===== src/rtl/hop_pkg.sv =====
`default_nettype none
// +----------------------------------------------------------------------+
// | hop_pkg : shared encodings for the hop sprite controller             |
// | Rev 1.0                                                              |
// +----------------------------------------------------------------------+
package hop_pkg;

    typedef enum logic [1:0] {
        ST_IDLE = 2'd0,
        ST_HOP  = 2'd1,
        ST_DEAD = 2'd2,
        ST_OVER = 2'd3
    } hop_state_e;

    localparam logic [1:0] c_DIR_UP    = 2'd0;
    localparam logic [1:0] c_DIR_DOWN  = 2'd1;
    localparam logic [1:0] c_DIR_RIGHT = 2'd2;
    localparam logic [1:0] c_DIR_LEFT  = 2'd3;

    // Button bit positions inside i_btn_n = {left, right, down, up}
    localparam int c_BTN_UP    = 0;
    localparam int c_BTN_DOWN  = 1;
    localparam int c_BTN_RIGHT = 2;
    localparam int c_BTN_LEFT  = 3;

    localparam int c_ROW_W = 5;

endpackage
`default_nettype wire


===== src/rtl/hop_press_detect.sv =====
`default_nettype none
// +----------------------------------------------------------------------+
// | hop_press_detect : tick-qualified button edges, up>down>right>left   |
// | Rev 1.0                                                              |
// +----------------------------------------------------------------------+
module hop_press_detect
    import hop_pkg::*;
(
    input  logic       i_clk,
    input  logic       i_rst_n,
    input  logic       i_tick,
    input  logic [3:0] i_btn_n,
    output logic       o_press_valid,
    output logic [1:0] o_dir
);

    logic [3:0] r_held_q;
    logic [3:0] w_held_d;
    logic [3:0] w_pressed;
    logic [3:0] w_edge;

    always_comb begin
        w_pressed     = ~i_btn_n;
        w_held_d      = i_tick ? w_pressed : r_held_q;
        w_edge        = i_tick ? (w_pressed & ~r_held_q) : 4'b0000;
        o_press_valid = |w_edge;
        o_dir         = c_DIR_UP;
        if (w_edge[c_BTN_UP]) begin
            o_dir = c_DIR_UP;
        end else if (w_edge[c_BTN_DOWN]) begin
            o_dir = c_DIR_DOWN;
        end else if (w_edge[c_BTN_RIGHT]) begin
            o_dir = c_DIR_RIGHT;
        end else if (w_edge[c_BTN_LEFT]) begin
            o_dir = c_DIR_LEFT;
        end
    end

    always_ff @(posedge i_clk or negedge i_rst_n) begin
        if (!i_rst_n) begin
            r_held_q <= 4'b0000;
        end else begin
            r_held_q <= w_held_d;
        end
    end

endmodule
`default_nettype wire


===== src/rtl/hop_sprite_ctrl.sv =====
`default_nettype none
// +----------------------------------------------------------------------+
// | hop_sprite_ctrl : animated, bounds-checked player hops with lives    |
// | Rev 1.0                                                              |
// +----------------------------------------------------------------------+
module hop_sprite_ctrl
    import hop_pkg::*;
#(
    parameter int CW             = 12,
    parameter int H_WIDTH        = 11,
    parameter int H_HEIGHT       = 11,
    parameter int IX             = 320,
    parameter int IY             = 469,
    parameter int HOP_DIS        = 48,
    parameter int STEP           = 4,
    parameter int X_MIN          = 11,
    parameter int X_MAX          = 628,
    parameter int Y_MIN          = 24,
    parameter int Y_MAX          = 469,
    parameter int LIVES          = 3,
    parameter int RESPAWN_FRAMES = 60
) (
    input  logic          i_clk,
    input  logic          i_rst_n,
    input  logic          i_ani_stb,
    input  logic          i_animate,
    input  logic [3:0]    i_btn_n,
    input  logic          i_dead,
    input  logic          i_restart,
    output logic [CW-1:0] o_x1,
    output logic [CW-1:0] o_x2,
    output logic [CW-1:0] o_y1,
    output logic [CW-1:0] o_y2,
    output logic          o_hopping,
    output logic [1:0]    o_dir,
    output logic [2:0]    o_lives,
    output logic          o_game_over,
    output logic [4:0]    o_max_row
);

    localparam int c_TMR_W = (RESPAWN_FRAMES > 1) ? $clog2(RESPAWN_FRAMES) : 1;

    localparam logic [CW:0]          c_HOP      = (CW+1)'(HOP_DIS);
    localparam logic [CW:0]          c_XMIN     = (CW+1)'(X_MIN);
    localparam logic [CW:0]          c_XMAX     = (CW+1)'(X_MAX);
    localparam logic [CW:0]          c_YMIN     = (CW+1)'(Y_MIN);
    localparam logic [CW:0]          c_YMAX     = (CW+1)'(Y_MAX);
    localparam logic [CW-1:0]        c_STEP     = CW'(STEP);
    localparam logic [CW-1:0]        c_IX       = CW'(IX);
    localparam logic [CW-1:0]        c_IY       = CW'(IY);
    localparam logic [CW-1:0]        c_HW       = CW'(H_WIDTH);
    localparam logic [CW-1:0]        c_HH       = CW'(H_HEIGHT);
    localparam logic [2:0]           c_LIVES    = 3'(LIVES);
    localparam logic [c_TMR_W-1:0]   c_TMR_LOAD = c_TMR_W'(RESPAWN_FRAMES - 1);
    localparam logic [c_ROW_W-1:0]   c_ROW_TOP  = '1;

    if (((HOP_DIS % STEP) != 0) || (LIVES < 1) || (LIVES > 7)) begin : g_bad_params
        $error("hop_sprite_ctrl: HOP_DIS must be a multiple of STEP and LIVES in 1..7");
    end

    hop_state_e         r_state_q, w_state_d;
    logic [CW-1:0]      r_x_q, w_x_d, r_y_q, w_y_d;
    logic [CW-1:0]      r_tx_q, w_tx_d, r_ty_q, w_ty_d;
    logic [1:0]         r_dir_q, w_dir_d;
    logic               r_hop_q, w_hop_d;
    logic [2:0]         r_lives_q, w_lives_d;
    logic [c_ROW_W-1:0] r_row_q, w_row_d, r_max_q, w_max_d;
    logic [c_TMR_W-1:0] r_tmr_q, w_tmr_d;
    logic               r_qv_q, w_qv_d;
    logic [1:0]         r_qdir_q, w_qdir_d;

    logic               w_tick;
    logic               w_press_valid;
    logic [1:0]         w_press_dir;
    logic               w_lreq;
    logic [1:0]         w_ldir;
    logic [CW:0]        w_cx, w_cy, w_tgx, w_tgy;
    logic               w_legal;
    logic [CW-1:0]      w_nx, w_ny;
    logic [c_ROW_W-1:0] w_row_up;

    assign w_tick = i_animate & i_ani_stb;

    hop_press_detect u_press (
        .i_clk         (i_clk),
        .i_rst_n       (i_rst_n),
        .i_tick        (w_tick),
        .i_btn_n       (i_btn_n),
        .o_press_valid (w_press_valid),
        .o_dir         (w_press_dir)
    );

    // Launch candidate: a queued move beats a fresh press; the extra MSB catches underflow.
    always_comb begin
        w_lreq = r_qv_q | w_press_valid;
        w_ldir = r_qv_q ? r_qdir_q : w_press_dir;
        w_cx   = {1'b0, r_x_q};
        w_cy   = {1'b0, r_y_q};
        w_tgx  = w_cx;
        w_tgy  = w_cy;
        unique case (w_ldir)
            c_DIR_UP:    w_tgy = w_cy - c_HOP;
            c_DIR_DOWN:  w_tgy = w_cy + c_HOP;
            c_DIR_RIGHT: w_tgx = w_cx + c_HOP;
            default:     w_tgx = w_cx - c_HOP;
        endcase
        w_legal = (w_tgx >= c_XMIN) && (w_tgx <= c_XMAX) &&
                  (w_tgy >= c_YMIN) && (w_tgy <= c_YMAX);
    end

    always_comb begin
        w_nx = r_x_q;
        w_ny = r_y_q;
        if (r_x_q < r_tx_q) begin
            w_nx = r_x_q + c_STEP;
        end else if (r_x_q > r_tx_q) begin
            w_nx = r_x_q - c_STEP;
        end
        if (r_y_q < r_ty_q) begin
            w_ny = r_y_q + c_STEP;
        end else if (r_y_q > r_ty_q) begin
            w_ny = r_y_q - c_STEP;
        end
        w_row_up = (r_row_q == c_ROW_TOP) ? r_row_q : r_row_q + c_ROW_W'(1);
    end

    always_comb begin
        w_state_d = r_state_q;
        w_x_d     = r_x_q;
        w_y_d     = r_y_q;
        w_tx_d    = r_tx_q;
        w_ty_d    = r_ty_q;
        w_dir_d   = r_dir_q;
        w_hop_d   = r_hop_q;
        w_lives_d = r_lives_q;
        w_row_d   = r_row_q;
        w_max_d   = r_max_q;
        w_tmr_d   = r_tmr_q;
        w_qv_d    = r_qv_q;
        w_qdir_d  = r_qdir_q;
        if (w_tick) begin
            unique case (r_state_q)
                ST_IDLE, ST_HOP: begin
                    if (i_dead) begin
                        w_x_d     = c_IX;
                        w_y_d     = c_IY;
                        w_tx_d    = c_IX;
                        w_ty_d    = c_IY;
                        w_qv_d    = 1'b0;
                        w_row_d   = '0;
                        w_hop_d   = 1'b0;
                        w_lives_d = r_lives_q - 3'd1;
                        w_tmr_d   = c_TMR_LOAD;
                        w_state_d = ST_DEAD;
                    end else if (r_state_q == ST_IDLE) begin
                        if (w_lreq) begin
                            w_qv_d = 1'b0;
                            if (w_legal) begin
                                w_tx_d    = w_tgx[CW-1:0];
                                w_ty_d    = w_tgy[CW-1:0];
                                w_dir_d   = w_ldir;
                                w_hop_d   = 1'b1;
                                w_state_d = ST_HOP;
                            end
                        end
                    end else begin
                        w_x_d = w_nx;
                        w_y_d = w_ny;
                        if (w_press_valid && !r_qv_q) begin
                            w_qv_d   = 1'b1;
                            w_qdir_d = w_press_dir;
                        end
                        if ((w_nx == r_tx_q) && (w_ny == r_ty_q)) begin
                            w_hop_d   = 1'b0;
                            w_state_d = ST_IDLE;
                            if (r_dir_q == c_DIR_UP) begin
                                w_row_d = w_row_up;
                                if (w_row_up > r_max_q) begin
                                    w_max_d = w_row_up;
                                end
                            end else if ((r_dir_q == c_DIR_DOWN) && (r_row_q != '0)) begin
                                w_row_d = r_row_q - c_ROW_W'(1);
                            end
                        end
                    end
                end
                ST_DEAD: begin
                    if (r_tmr_q == '0) begin
                        w_state_d = (r_lives_q != 3'd0) ? ST_IDLE : ST_OVER;
                    end else begin
                        w_tmr_d = r_tmr_q - c_TMR_W'(1);
                    end
                end
                default: begin
                    if (i_restart) begin
                        w_lives_d = c_LIVES;
                        w_max_d   = '0;
                        w_state_d = ST_IDLE;
                    end
                end
            endcase
        end
    end

    always_ff @(posedge i_clk or negedge i_rst_n) begin
        if (!i_rst_n) begin
            r_state_q <= ST_IDLE;
            r_x_q     <= c_IX;
            r_y_q     <= c_IY;
            r_tx_q    <= c_IX;
            r_ty_q    <= c_IY;
            r_dir_q   <= c_DIR_UP;
            r_hop_q   <= 1'b0;
            r_lives_q <= c_LIVES;
            r_row_q   <= '0;
            r_max_q   <= '0;
            r_tmr_q   <= '0;
            r_qv_q    <= 1'b0;
            r_qdir_q  <= c_DIR_UP;
        end else begin
            r_state_q <= w_state_d;
            r_x_q     <= w_x_d;
            r_y_q     <= w_y_d;
            r_tx_q    <= w_tx_d;
            r_ty_q    <= w_ty_d;
            r_dir_q   <= w_dir_d;
            r_hop_q   <= w_hop_d;
            r_lives_q <= w_lives_d;
            r_row_q   <= w_row_d;
            r_max_q   <= w_max_d;
            r_tmr_q   <= w_tmr_d;
            r_qv_q    <= w_qv_d;
            r_qdir_q  <= w_qdir_d;
        end
    end

    assign o_x1        = r_x_q - c_HW;
    assign o_x2        = r_x_q + c_HW;
    assign o_y1        = r_y_q - c_HH;
    assign o_y2        = r_y_q + c_HH;
    assign o_hopping   = r_hop_q;
    assign o_dir       = r_dir_q;
    assign o_lives     = r_lives_q;
    assign o_game_over = (r_state_q == ST_OVER);
    assign o_max_row   = r_max_q;

endmodule
`default_nettype wire


===== config.mk =====
export PLATFORM = sky130hd
export DESIGN_NAME = hop_sprite_ctrl
export DESIGN_NICKNAME = d
export VERILOG_FILES = /design/src/rtl/hop_pkg.sv /design/src/rtl/hop_press_detect.sv /design/src/rtl/hop_sprite_ctrl.sv
export SDC_FILE = /design/constraint.sdc
export NUM_CORES = 1
export LEC_CHECK = 0
export BUFFER_PORTS_ARGS = -buffer_cell sky130_fd_sc_hd__buf_2
export CAP_MARGIN = 25
export CORE_UTILIZATION = 63
export CTS_BUF_LIST = sky130_fd_sc_hd__clkbuf_8
export CTS_CLUSTER_DIAMETER = 50
export DETAILED_ROUTE_END_ITERATION = 10
export PLACE_DENSITY = 0.84
export SLEW_MARGIN = 20
export SYNTH_ARGS = -nofsm -noshare
export SYNTH_HDL_FRONTEND = slang
export SYNTH_SLANG_ARGS = --single-unit

===== constraint.sdc =====
create_clock -name i_clk -period 6 [get_ports i_clk]
set_clock_uncertainty 0.1 [all_clocks]
set_input_delay 1.2 -clock i_clk [delete_from_list [all_inputs] [get_ports i_clk]]
set_output_delay 1.2 -clock i_clk [all_outputs]
set_load 0.03 [all_outputs]

After elaboration in Yosys (flattened, before gate mapping):

Index checks and enable logic that the tools add are counted.

* $lt $le $gt $ge: 9
* add/subtract/negate cells: 16
* equal/unequal tests: 23
* bitwise gates (word level): 8
* reductions and logical operators: 37
* muxes and demuxes: 61

Operators with widths (count)
* two-way mux 12 bit: 16
* two-way mux 5 bit: 12
* case mux 13 bit (2 select lines): 2
* adder 12 x 6 -> 13 bit (second input constant): 2
* two-way mux 2 bit: 13
* subtractor 12 x 6 -> 13 bit (second input constant): 2
* adder 12 x 3 -> 12 bit (second input constant): 2
* adder 12 x 4 -> 12 bit (second input constant): 2
* equality test 12 bit: 2
* greater-than comparator 12 bit: 2
* less-than comparator 12 bit: 2
* subtractor 12 x 3 -> 12 bit (second input constant): 2
* subtractor 12 x 4 -> 12 bit (second input constant): 2
* AND reduction 5 bit: 4
* != test 2 bit (second input constant): 9
* nonzero test 3 bit: 5
* greater-or-equal comparator 13 x 4 -> 1 bit (second input constant): 1
* greater-or-equal comparator 13 x 5 -> 1 bit (second input constant): 1
* <= comparator 13 x 10 -> 1 bit (second input constant): 1
* <= comparator 13 x 9 -> 1 bit (second input constant): 1
* two-way mux 6 bit: 2
* != test 4 bit (second input constant): 3
* case mux 6 bit (2 select lines): 1
* AND reduction 4 bit: 3
* 31 further kinds: 62

* input port bits: 10
* register bits: 79
* logic and storage cells: 168
* output and inout port bits: 60

Longest topological paths before layout:

Gate-level depths: netlist of the first run.

* word-level depth: 20
* gate-level depth with buffers: 19
* depth with buffers taken out: 16

Hierarchy:

A second synthesis of the first run with hierarchy kept.

* cell total of the unflattened synthesis: 900
* area total of the unflattened synthesis: 7118.1 um^2

By module, submodules not included
* hop_sprite_ctrl: seq. area each 1774.2 um^2, cells each 877, times used 1, area an instance 6922.9 um^2
* hop_press_detect: seq. area each 100.1 um^2, cells each 23, times used 1, area an instance 195.2 um^2

Worst setup path before layout of the first run:

Ideal clock, no wire load.

* path type: input to register
* from: input port i_btn_n[3]
* to: register r_dir_q[0] (netlist: o_dir[0])
* slack: 0.629 ns
* arrival time: 5.143 ns
* buffers on the path: 2
* cell stages on the path: 16
* cell sequence: o22a_1 -> o41ai_2 -> buf_2 -> buf_2 -> nand2b_1 -> ha_1 -> a211oi_1 -> o21bai_1 -> a21oi_1 -> xnor2_1 -> a311oi_1 -> a311oi_1 -> a211o_1 -> or4_4 -> nor2_4 -> mux2_1

* longest elaborated chain between the ends: 16

RTL lines
* start, declared: RTL line hop_sprite_ctrl.sv:27 `input logic [3:0] i_btn_n,`
* inverter 4 bit (*): RTL line hop_press_detect.sv:23 `w_pressed = ~i_btn_n;`
* bitwise AND 4 bit (*): RTL line hop_press_detect.sv:25 `w_edge = i_tick ? (w_pressed & ~r_held_q) : 4'b0000;`
* two-way mux 4 bit (*): RTL line hop_press_detect.sv:25
* two-way mux 2 bit: RTL line hop_press_detect.sv:34 `end else if (w_edge[c_BTN_LEFT]) begin`
* two-way mux 2 bit: RTL line hop_press_detect.sv:32 `end else if (w_edge[c_BTN_RIGHT]) begin`
* two-way mux 2 bit: RTL line hop_press_detect.sv:30 `end else if (w_edge[c_BTN_DOWN]) begin`
* two-way mux 2 bit: RTL line hop_press_detect.sv:28 `if (w_edge[c_BTN_UP]) begin`
* two-way mux 2 bit: RTL line hop_sprite_ctrl.sv:96 `w_ldir = r_qv_q ? r_qdir_q : w_press_dir;`
* equality test 2 x 1 -> 1 bit / logical NOT 2 bit (equally long branches): RTL line hop_sprite_ctrl.sv:101 `unique case (w_ldir)`
* OR reduction 2 bit (no source line)
* case mux 13 bit (2 select lines): RTL line hop_sprite_ctrl.sv:101
* greater-or-equal comparator 13 x 4 -> 1 bit / <= comparator 13 x 10 -> 1 bit (equally long branches): RTL line hop_sprite_ctrl.sv:107 `w_legal = (w_tgx >= c_XMIN) && (w_tgx <= c_XMAX) &&`
* logical AND 1 bit (2 in series): RTL line hop_sprite_ctrl.sv:107
* logical AND 1 bit: RTL line hop_sprite_ctrl.sv:108 `(w_tgy >= c_YMIN) && (w_tgy <= c_YMAX);`
* AND reduction 6 bit (no source line)
* end signal, assigned: RTL line hop_sprite_ctrl.sv:212 `r_dir_q <= c_DIR_UP;`
* end signal, assigned: RTL line hop_sprite_ctrl.sv:226 `r_dir_q <= w_dir_d;`
* end, declared: RTL line hop_sprite_ctrl.sv:64 `logic [1:0] r_dir_q, w_dir_d;`

Every way passes the cells marked *; elsewhere a longest branch is shown, timed or not.
A chain may end at the register's enable or synchronous reset.

Final worst setup path of the first run:

* from: input port i_animate
* to: register r_dir_q[0] (netlist: o_dir[0])

* longest elaborated chain between the ends: 15

RTL lines
* start, declared: RTL line hop_sprite_ctrl.sv:26 `input logic i_animate,`
* bitwise AND 1 bit (*): RTL line hop_sprite_ctrl.sv:82 `assign w_tick = i_animate & i_ani_stb;`
* two-way mux 4 bit: RTL line hop_press_detect.sv:25
* two-way mux 2 bit: RTL line hop_press_detect.sv:34
* two-way mux 2 bit: RTL line hop_press_detect.sv:32
* two-way mux 2 bit: RTL line hop_press_detect.sv:30
* two-way mux 2 bit: RTL line hop_press_detect.sv:28
* two-way mux 2 bit: RTL line hop_sprite_ctrl.sv:96
* equality test 2 x 1 -> 1 bit / logical NOT 2 bit (equally long branches): RTL line hop_sprite_ctrl.sv:101
* OR reduction 2 bit (no source line)
* case mux 13 bit (2 select lines): RTL line hop_sprite_ctrl.sv:101
* greater-or-equal comparator 13 x 4 -> 1 bit / <= comparator 13 x 10 -> 1 bit (equally long branches): RTL line hop_sprite_ctrl.sv:107
* logical AND 1 bit (2 in series): RTL line hop_sprite_ctrl.sv:107
* logical AND 1 bit: RTL line hop_sprite_ctrl.sv:108
* AND reduction 6 bit (no source line)

Marked as above.

==> results.json, run 1 <==
{
  "status": "completed",
  "yosysWarningCount": 0,
  "path_class": "input port to register",
  "path_max_fanout": 18,
  "start_util_pct": 64.6,
  "dieArea_um2": 12100,
  "fin_area_um2": 7950,
  "p_sw_mw": 1.76,
  "synthFlopType": "dfrtp_1",
  "grt_pass1_vias": 6440,
  "synth_seq_area_share_pct": 25.4,
  "setup-violations-final": 0,
  "p_sw_share_pct": 52.0,
  "holdPathEnd": "r_qdir_q[0]",
  "min_from": "r_qdir_q[0]",
  "cts_buffers": 9,
  "cts-resized-gates": 0,
  "maxCapViolCount": 0,
  "synth_cells": 915,
  "vias_per_cell": 6.43,
  "final_common_cell": "nand2_1",
  "cts_setup_buffers": 0,
  "r2r-end": "o_max_row[0]",
  "p_comb_share_pct": 64.3,
  "avgSynthCellArea_um2": 8.06,
  "synth_top_cell_by_area": "dfrtp_1",
  "cts_sinks": 74,
  "hp-class": "register to register",
  "antenna_left": 0,
  "power.total_mw": 3.38,
  "synth_cell_types": 88,
  "slowest_delay_ps": 440,
  "post-route-drc-count": 0,
  "rsz0062_at_grt": "no",
  "vias": 7052,
  "seq_power_share_pct": 23.8,
  "tightest_slew_ps": 1100,
  "grt_max_degree": 75,
  "dp_hpwl_um": 14600,
  "critPathLaunchType": "input port",
  "p_int_mw": 1.62,
  "r2r_cells": 11,
  "rows": 39,
  "die_h_um": 110,
  "diodes": 0,
  "nNetsFinal": 1018,
  "leakagePower_nw": 3.47,
  "grt_pass1_wl_um": 32000,
  "synth_edf_count": 0,
  "layout-drive-gt1-share_pct": 14.8,
  "grt_antenna_before_repair": 0,
  "yosys-top-cells-area": "dfrtp_1, ha_1, xnor2_1",
  "htree_num_levels": 3,
  "wl_per_cell_um": 18.4,
  "setup_tns_ps": 0,
  "grt.total_usage_pct": 34.5,
  "peakVddDrop_uv": 492,
  "overflow": 0,
  "min_period_over_period_pct": 86.1,
  "r2r_start": "r_y_q[4]",
  "clk_latency_ps": 380,
  "crit_top_cell": "a311oi_1",
  "maxSlewViolCount": 0,
  "post-route-util_pct": 69.6,
  "root_buffer": "clkbuf_8",
  "pin_count": 70,
  "cp.arrival_ps": 5330,
  "gp_congestion": 1.02,
  "clk_path_buf_depth": 2,
  "die_x_um": 110,
  "synth_area_um2": 7380,
  "fin_crit_ps": 5170,
  "power_density_nw_per_um2": 425,
  "holdBufCountCts": 0,
  "numPortBuffers": 65,
  "synth_top_cell_area_share_pct": 19.0,
  "critPathSlowestCell": "fa_1",
  "wl_um": 20100,
  "ys_ff_latch": 74,
  "cp-end-kind": "register",
  "cts_tree": "built",
  "hold_depth": 2,
  "required_ps": 6170,
  "placed_area_um2": 7730,
  "final_hold_viol_count": 0,
  "core_area_um2": 11400,
  "drt_iter0_drc": 642,
  "relSlewSlack_pct": 26.2,
  "area_delta_synth_final_pct": 7.78,
  "power.share.clock_pct": 11.9,
  "fmax_mhz": 193,
  "drt-pass1-iter-count": 7,
  "cp_cell_sequence": "buf_2, nand2_2, o41ai_2, buf_4, nand2b_1, inv_1, fa_1, a211oi_1, o21bai_1, a21oi_1, xnor2_1, a311oi_1, a311oi_1, a211o_1, or4_4, nor2_4, mux2_1",
  "synthArstFlopShare_pct": 100,
  "mostFrequentLayoutCells": "nand2_1, nor2_1, buf_2",
  "r2r_setup_slack_ps": 1320,
  "clkTransAtPathRegs_ps": 80
}
[per-stage QoR]
stage	setup slack [ps]	hold WS, ps	cells
2_1_floorplan	629	342	917
3_3_place_gp	636	364	1079
3_5_place_dp	480	373	1079
4_1_cts	859	392	1095
5_1_grt	599	435	1097
6_report	832	398	1097
[synthesized netlist by cell type (all sizes together) (7+ instances only)]
cell type and count:
nor3 25, nand2b 7, a211oi 9, o21ai 66
a21oi 59, and3 11, nor4 11, o22ai 8
nor2 74, a21o 7, buf 27, nand3 28
o31ai 11, and2 13, ha 57, xnor2 56
clkbuf 32, inv 50, dfrtp 56, xor2 34
dfstp 18, nand2 98, nand4 15, mux2i 25
[cells by family after synthesis]
family	count (synthesis)	synth area share [%]
AOI/OAI and AO/OA	233	21.4
xor gates and xnor gates	90	10.7
DFF	74	25.4
adders and majority gates	59	10.2
buffers and inverters	109	6.29
other	2	0.102
and+or+nand+nor	319	21.8
muxes	29	4.17
[worst max path at each step]
| stage | slack, ps | end | start | depth (start not counted) |
|---|---|---|---|---|
| after floorplan | 630 | o_dir[0] | i_btn_n[3] | 16 |
| after global placement | 640 | o_dir[0] | i_animate | 17 |
| after detailed placement | 480 | o_dir[0] | i_animate | 17 |
| after CTS | 860 | o_dir[0] | i_animate | 17 |
| after global routing | 600 | r_tx_q[8] | i_animate | 16 |
| final | 830 | o_dir[0] | i_animate | 17 |
[cell type report]
type,instances,area [µm²]
timing repair buffer,80,453
sequential,74,1870
clock buffer,10,138
inverter,50,188
fill,951,3470
multi-input combinational,734,5060
tap,143,179
clock inverter,6,58.8
[power by group through the flow]
stage                     clock (mW)  combinational (mW)  sequential, mW
after floorplan                    0                1.65           0.777
after global placement             0                2.08           0.801
after detailed placement           0                2.12           0.808
after CTS                      0.407                2.13           0.799
after global routing           0.430                2.37           0.824
final                          0.404                2.17           0.805
[flip-flops by register name, indices dropped and copies added, names as in the netlist]
signal / flops
o_lives: 3
o_max_row: 5
r_row_q: 5
r_ty_q: 11
o_dir: 2
r_qv_q: 1
u_press.r_held_q: 4
r_tmr_q: 6
r_tx_q: 11
r_y_q: 11
o_hopping: 1
r_qdir_q: 2
r_x_q: 10
r_state_q: 2
[layer usage]
metal	routed length [µm]	share of wire (%)	vias up	global-route usage [%]
met4	1100	5.4	0	21.6
met3	1610	8.0	82	6.82
li1	-	-	3344	-
met5	0	0	-	0
met2	9160	46	314	55.2
met1	8260	41	3312	42.7
[worst max-delay path, delay by kind of cell]
| family | cells | cell delay, ps |
|---|---|---|
| and+or+nand+nor | 4 | 1130 |
| xor gates and xnor gates | 1 | 80 |
| muxes | 1 | 340 |
| adders and majority gates | 1 | 440 |
| buffers and inverters | 3 | 410 |
| AOI/OAI and AO/OA | 7 | 1730 |
(Power assumes the default switching activity.)
==> inputs of run 2 (changes only) <==
Settings changed: CORE_UTILIZATION 63 to 59, PLACE_DENSITY 0.84 to 0.79.
==> run 2 against run 1 <==
Net effect: critical path depth is the same; first-iteration DRC count shrank 6.1%; core utilization shrank 3.5 points; flip-flop and latch count is the same; non-clock buffer count shrank 1; sequential power grew 3.1%.
==> results.json, run 2 (synthesis gave the netlist of run 1 again) <==
{
  "status": "completed",
  "holdBufCountCts": 0,
  "grt_antenna_before_repair": 0,
  "min_from": "r_qdir_q[0]",
  "r2r_start": "r_y_q[4]",
  "leakagePower_nw": 3.48,
  "hold_depth": 2,
  "clkTransAtPathRegs_ps": 80,
  "dieArea_um2": 13000,
  "vias_per_cell": 6.24,
  "setup.worst_path.start": "i_animate",
  "r2r_cells": 11,
  "maxCapViolCount": 0,
  "required_ps": 6150,
  "core_area_um2": 12100,
  "clk_path_buf_depth": 2,
  "holdPathEnd": "r_qdir_q[0]",
  "area_delta_synth_final_pct": 8.51,
  "grt_pass1_wl_um": 33100,
  "die_h_um": 114,
  "cts_setup_buffers": 0,
  "rows": 40,
  "clk_latency_ps": 370,
  "power_density_nw_per_um2": 428,
  "dp_hpwl_um": 14700,
  "cp-end-kind": "register",
  "r2r_setup_slack_ps": 1270,
  "mostFrequentLayoutCells": "nand2_1, nor2_1, buf_2",
  "htree_num_levels": 3,
  "tightest_slew_ps": 1010,
  "final_hold_viol_count": 0,
  "post-route-util_pct": 66.1,
  "rsz0062_at_grt": "no",
  "wl_per_cell_um": 18.1,
  "cp.arrival_ps": 5340,
  "maxSlewViolCount": 0,
  "cts_buffers": 9,
  "cts-resized-gates": 0,
  "numPortBuffers": 65,
  "wl_um": 20300,
  "drt_iter0_drc": 603,
  "biggestRegsByFlops": "r_tx_q: 11 flops, r_ty_q: 11 flops, r_y_q: 11 flops",
  "diodes": 0,
  "r2r-end": "o_max_row[2]",
  "root_buffer": "clkbuf_8",
  "post-route-drc-count": 0,
  "fmax_mhz": 193,
  "final_common_cell": "nand2_1",
  "cts_sinks": 74,
  "path_class": "input port to register",
  "start_util_pct": 60.9,
  "setup_ws_ps": 808,
  "pin_count": 70,
  "layout-drive-gt1-share_pct": 14.7,
  "overflow": 0,
  "grt_pass1_vias": 6454,
  "cts_tree": "built",
  "setup_tns_ps": 0,
  "power.total_mw": 3.42,
  "gp_congestion": 1.01,
  "relSlewSlack_pct": 32.4,
  "grt.total_usage_pct": 32.7,
  "path_max_fanout": 18,
  "die_x_um": 114,
  "grt_max_degree": 75,
  "setup-violations-final": 0,
  "fin_crit_ps": 5190,
  "antenna_left": 0,
  "peakVddDrop_uv": 303,
  "vias": 7000,
  "nNetsFinal": 1017,
  "critPathLaunchType": "input port",
  "hp-class": "register to register",
  "dp_slack_ps": 515,
  "min_period_over_period_pct": 86.5,
  "drt-pass1-iter-count": 5
}
-- run 2: changes by cell type in the layout (fill, tap and decap cells not counted), sizes merged --
cell      previous run  this run
buf                 80        79
clkinvlp             1         0
bufinv               1         2
clkinv               2         1
inv                 52        53
-- run 2: power breakdown --
group	internal (mW)	switching, mW	leakage, nW
registers	0.623	0.207	0.916
clock network	0.244	0.204	0.119
logic	0.800	1.35	2.45
total	1.67	1.76	3.48
-- run 2: how the worst max path moves through the flow --
stage                     cells after the start  slack [ps]        to
after global placement                       17         610  o_dir[0]
after detailed placement                     17         510  o_dir[1]
after CTS                                    17         870  o_dir[1]
after floorplan                              16         630  o_dir[0]
final                                        17         810  o_dir[1]
after global routing                         17         550  o_dir[1]
-- run 2: worst max-delay path: stages --
cell and delay (ps):
buf_2 90, nand2_2 240, o41ai_2 380, buf_4 200
nand2b_1 290, inv_1 130, fa_1 440, a211oi_1 230
o21bai_1 100, a21oi_1 180, xnor2_1 90, a311oi_1 290
a311oi_1 140, a211o_1 310, or4_4 440, nor2_4 230
mux2_1 360
-- run 2: layout make-up --
cell class | instances | area, µm²
clock inverter | 6 | 81.3
fill | 1066 | 4110
sequential | 74 | 1870
timing repair buffer | 79 | 453
clock buffer | 10 | 138
inverter | 50 | 188
tap | 168 | 210
multi-input combinational | 734 | 5060
-- run 2: metrics by stage --
step,area (µm²),hold slack (ps),cells
final,8010,388,1121
after detailed placement,7760,367,1104
after CTS,7980,386,1120
after global placement,7760,362,1104
after global routing,8010,398,1121
after floorplan,7390,342,917
-- run 2: metal layers --
metal	up-vias	part of all wire, %	global-route usage, %	routed length [µm]
met2	320	47	53.7	9620
met5	-	0	0	0
li1	3334	-	-	-
met3	49	7.0	5.21	1410
met4	0	3.2	14.3	655
met1	3297	42	42.7	8570
==> inputs of run 3 (changes only) <==
Settings changed: PLACE_DENSITY 0.79 to 0.77, RECOVER_POWER set to 50.
==> run 3 against run 2 <==
Net effect: the flow now finishes with violations (max-capacitance violations, max-slew violations); core utilization shrank 0.51 points; sequential power is 3.4% lower; clock power down 14%; critical path depth unchanged; via count down 0.14%; hold slack better by 9.1 ps; critical path type unchanged; critical endpoint unchanged; highest routed layer unchanged.
==> results.json, run 3 (synthesis gave the netlist of run 1 again) <==
{
  "htree_num_levels": 3,
  "r2r_setup_slack_ps": 1150,
  "critPathLaunchType": "input port",
  "post-route-drc-count": 0,
  "cp.arrival_ps": 5400,
  "pin_count": 70,
  "cts_sinks": 74,
  "cp_cell_sequence": "buf_2, nand2_1, o41ai_2, buf_4, nand2b_1, inv_1, fa_1, a211oi_1, o21bai_1, a21oi_1, xnor2_1, a311oi_1, a311oi_1, a211o_1, or4_4, nor2_4, mux2_1",
  "leakagePower_nw": 3.40,
  "status": "complete, but fails checks",
  "grt_pass1_wl_um": 32500,
  "dp_hpwl_um": 14600,
  "die_x_um": 114,
  "crit_family": "compound AO/OA/AOI/OAI gates",
  "nNetsFinal": 1021,
  "cts_buffers": 9,
  "rsz0062_at_grt": "no",
  "slowest_delay_ps": 430,
  "cts_setup_buffers": 0,
  "diodes": 0,
  "setup_tns_ps": 0,
  "met2_length_um": 8970,
  "fin_crit_ps": 5240,
  "area_delta_synth_final_pct": 7.68,
  "hp-class": "register to register",
  "post-route-util_pct": 65.6,
  "holdBufCountCts": 0,
  "mostFrequentLayoutCells": "nand2_1, nor2_1, o21ai_0, a21oi_1, ha_1",
  "numPortBuffers": 65,
  "grt_antenna_before_repair": 0,
  "peakVddDrop_uv": 240,
  "placed_area_um2": 7790,
  "tightest_slew_ps": 2670,
  "cts_tree": "built",
  "cp-end-kind": "register",
  "layout-drive-gt1-share_pct": 12.9,
  "drt_iter0_drc": 618,
  "grt_pass1_vias": 6328,
  "cts-resized-gates": 0,
  "antenna_left": 0,
  "power_density_nw_per_um2": 421,
  "violations": "max-capacitance violations, max-slew violations",
  "critPathSlowestCell": "fa_1",
  "biggestRegsByFlops": "r_tx_q: 11 flops, r_ty_q: 11 flops, r_y_q: 11 flops",
  "vias": 6990,
  "setup-violations-final": 0,
  "relSlewSlack_pct": -77.9,
  "final_hold_viol_count": 0,
  "highest_layer": "met4",
  "start_util_pct": 60.9,
  "num-fill-cells": 1085,
  "core_area_um2": 12100,
  "wl_um": 20200,
  "fmax_mhz": 191,
  "clk_path_buf_depth": 2,
  "gp_congestion": 0.961,
  "crit_top_cell": "a311oi_1",
  "rows": 40,
  "path_class": "input port to register",
  "cp_num_buf_inv": 3,
  "finalHoldWorstSlack_ps": 397,
  "fin_area_um2": 7950,
  "required_ps": 6160,
  "met1_length_um": 9030,
  "final_common_cell": "nand2_1",
  "clk_latency_ps": 380,
  "clkTransAtPathRegs_ps": 80,
  "path_max_fanout": 14,
  "overflow": 0,
  "grt.total_usage_pct": 32.2,
  "wl_per_cell_um": 18.0,
  "drt-pass1-iter-count": 6,
  "route.met3.wl_um": 1330,
  "dieArea_um2": 13000,
  "die_h_um": 114,
  "maxSlewViolCount": 77,
  "min_period_over_period_pct": 87.3,
  "grt_max_degree": 75,
  "root_buffer": "clkbuf_8",
  "maxCapViolCount": 2,
  "vias_per_cell": 6.21
}
run 3: layout make-up:
class	count	area (µm²)	area share (%)
well taps	168	210	2.65
repair buffers	83	429	5.40
multi-input cells	734	5060	63.6
clock buffers	11	151	1.91
clock inverters	5	36.3	0.457
inverters	50	188	2.36
flip-flops and latches	74	1870	23.6
run 3: path summary, 6_finish.rpt:
kind | startpoint | to | depth (start not counted)
min in group asynchronous | i_rst_n | o_dir[0] | 1
worst min register to register | r_qdir_q[0] | r_qdir_q[0] | 2
worst max register to register | r_y_q[0] | o_max_row[2] | 12
worst max-delay path | i_animate | o_dir[1] | 17
worst min-delay path | r_qdir_q[0] | r_qdir_q[0] | 2
max in group asynchronous | i_rst_n | r_row_q[3] | 2
run 3: routing by layer:
metal / vias to the layer above / global-route usage (%)
met3: 61 / 4.14
met1: 3271 / 43.7
met4: 0 / 18.6
li1: 3355 / -
met2: 303 / 49.6
met5: - / 0
run 3: metrics by stage:
stage          setup WS [ps]  power, mW  instances
3_3_place_gp             660       2.91       1107
5_1_grt                  516       3.57       1125
6_report                 759       3.35       1125
3_5_place_dp             585       2.93       1108
4_1_cts                  968       3.33       1124
2_1_floorplan            629       2.43        917
run 3: worst min-delay path: cells and delay by family (launching register included):
family	cells	cell delay, ps
AND/OR/NAND/NOR	1	50
AO/OA/AOI/OAI	1	60
flip-flops	1	350
run 3: report_power, final:
part	total, mW	switching [mW]	internal, mW
clock network	0.385	0.212	0.173
registers	0.802	0.180	0.622
logic	2.16	1.37	0.788
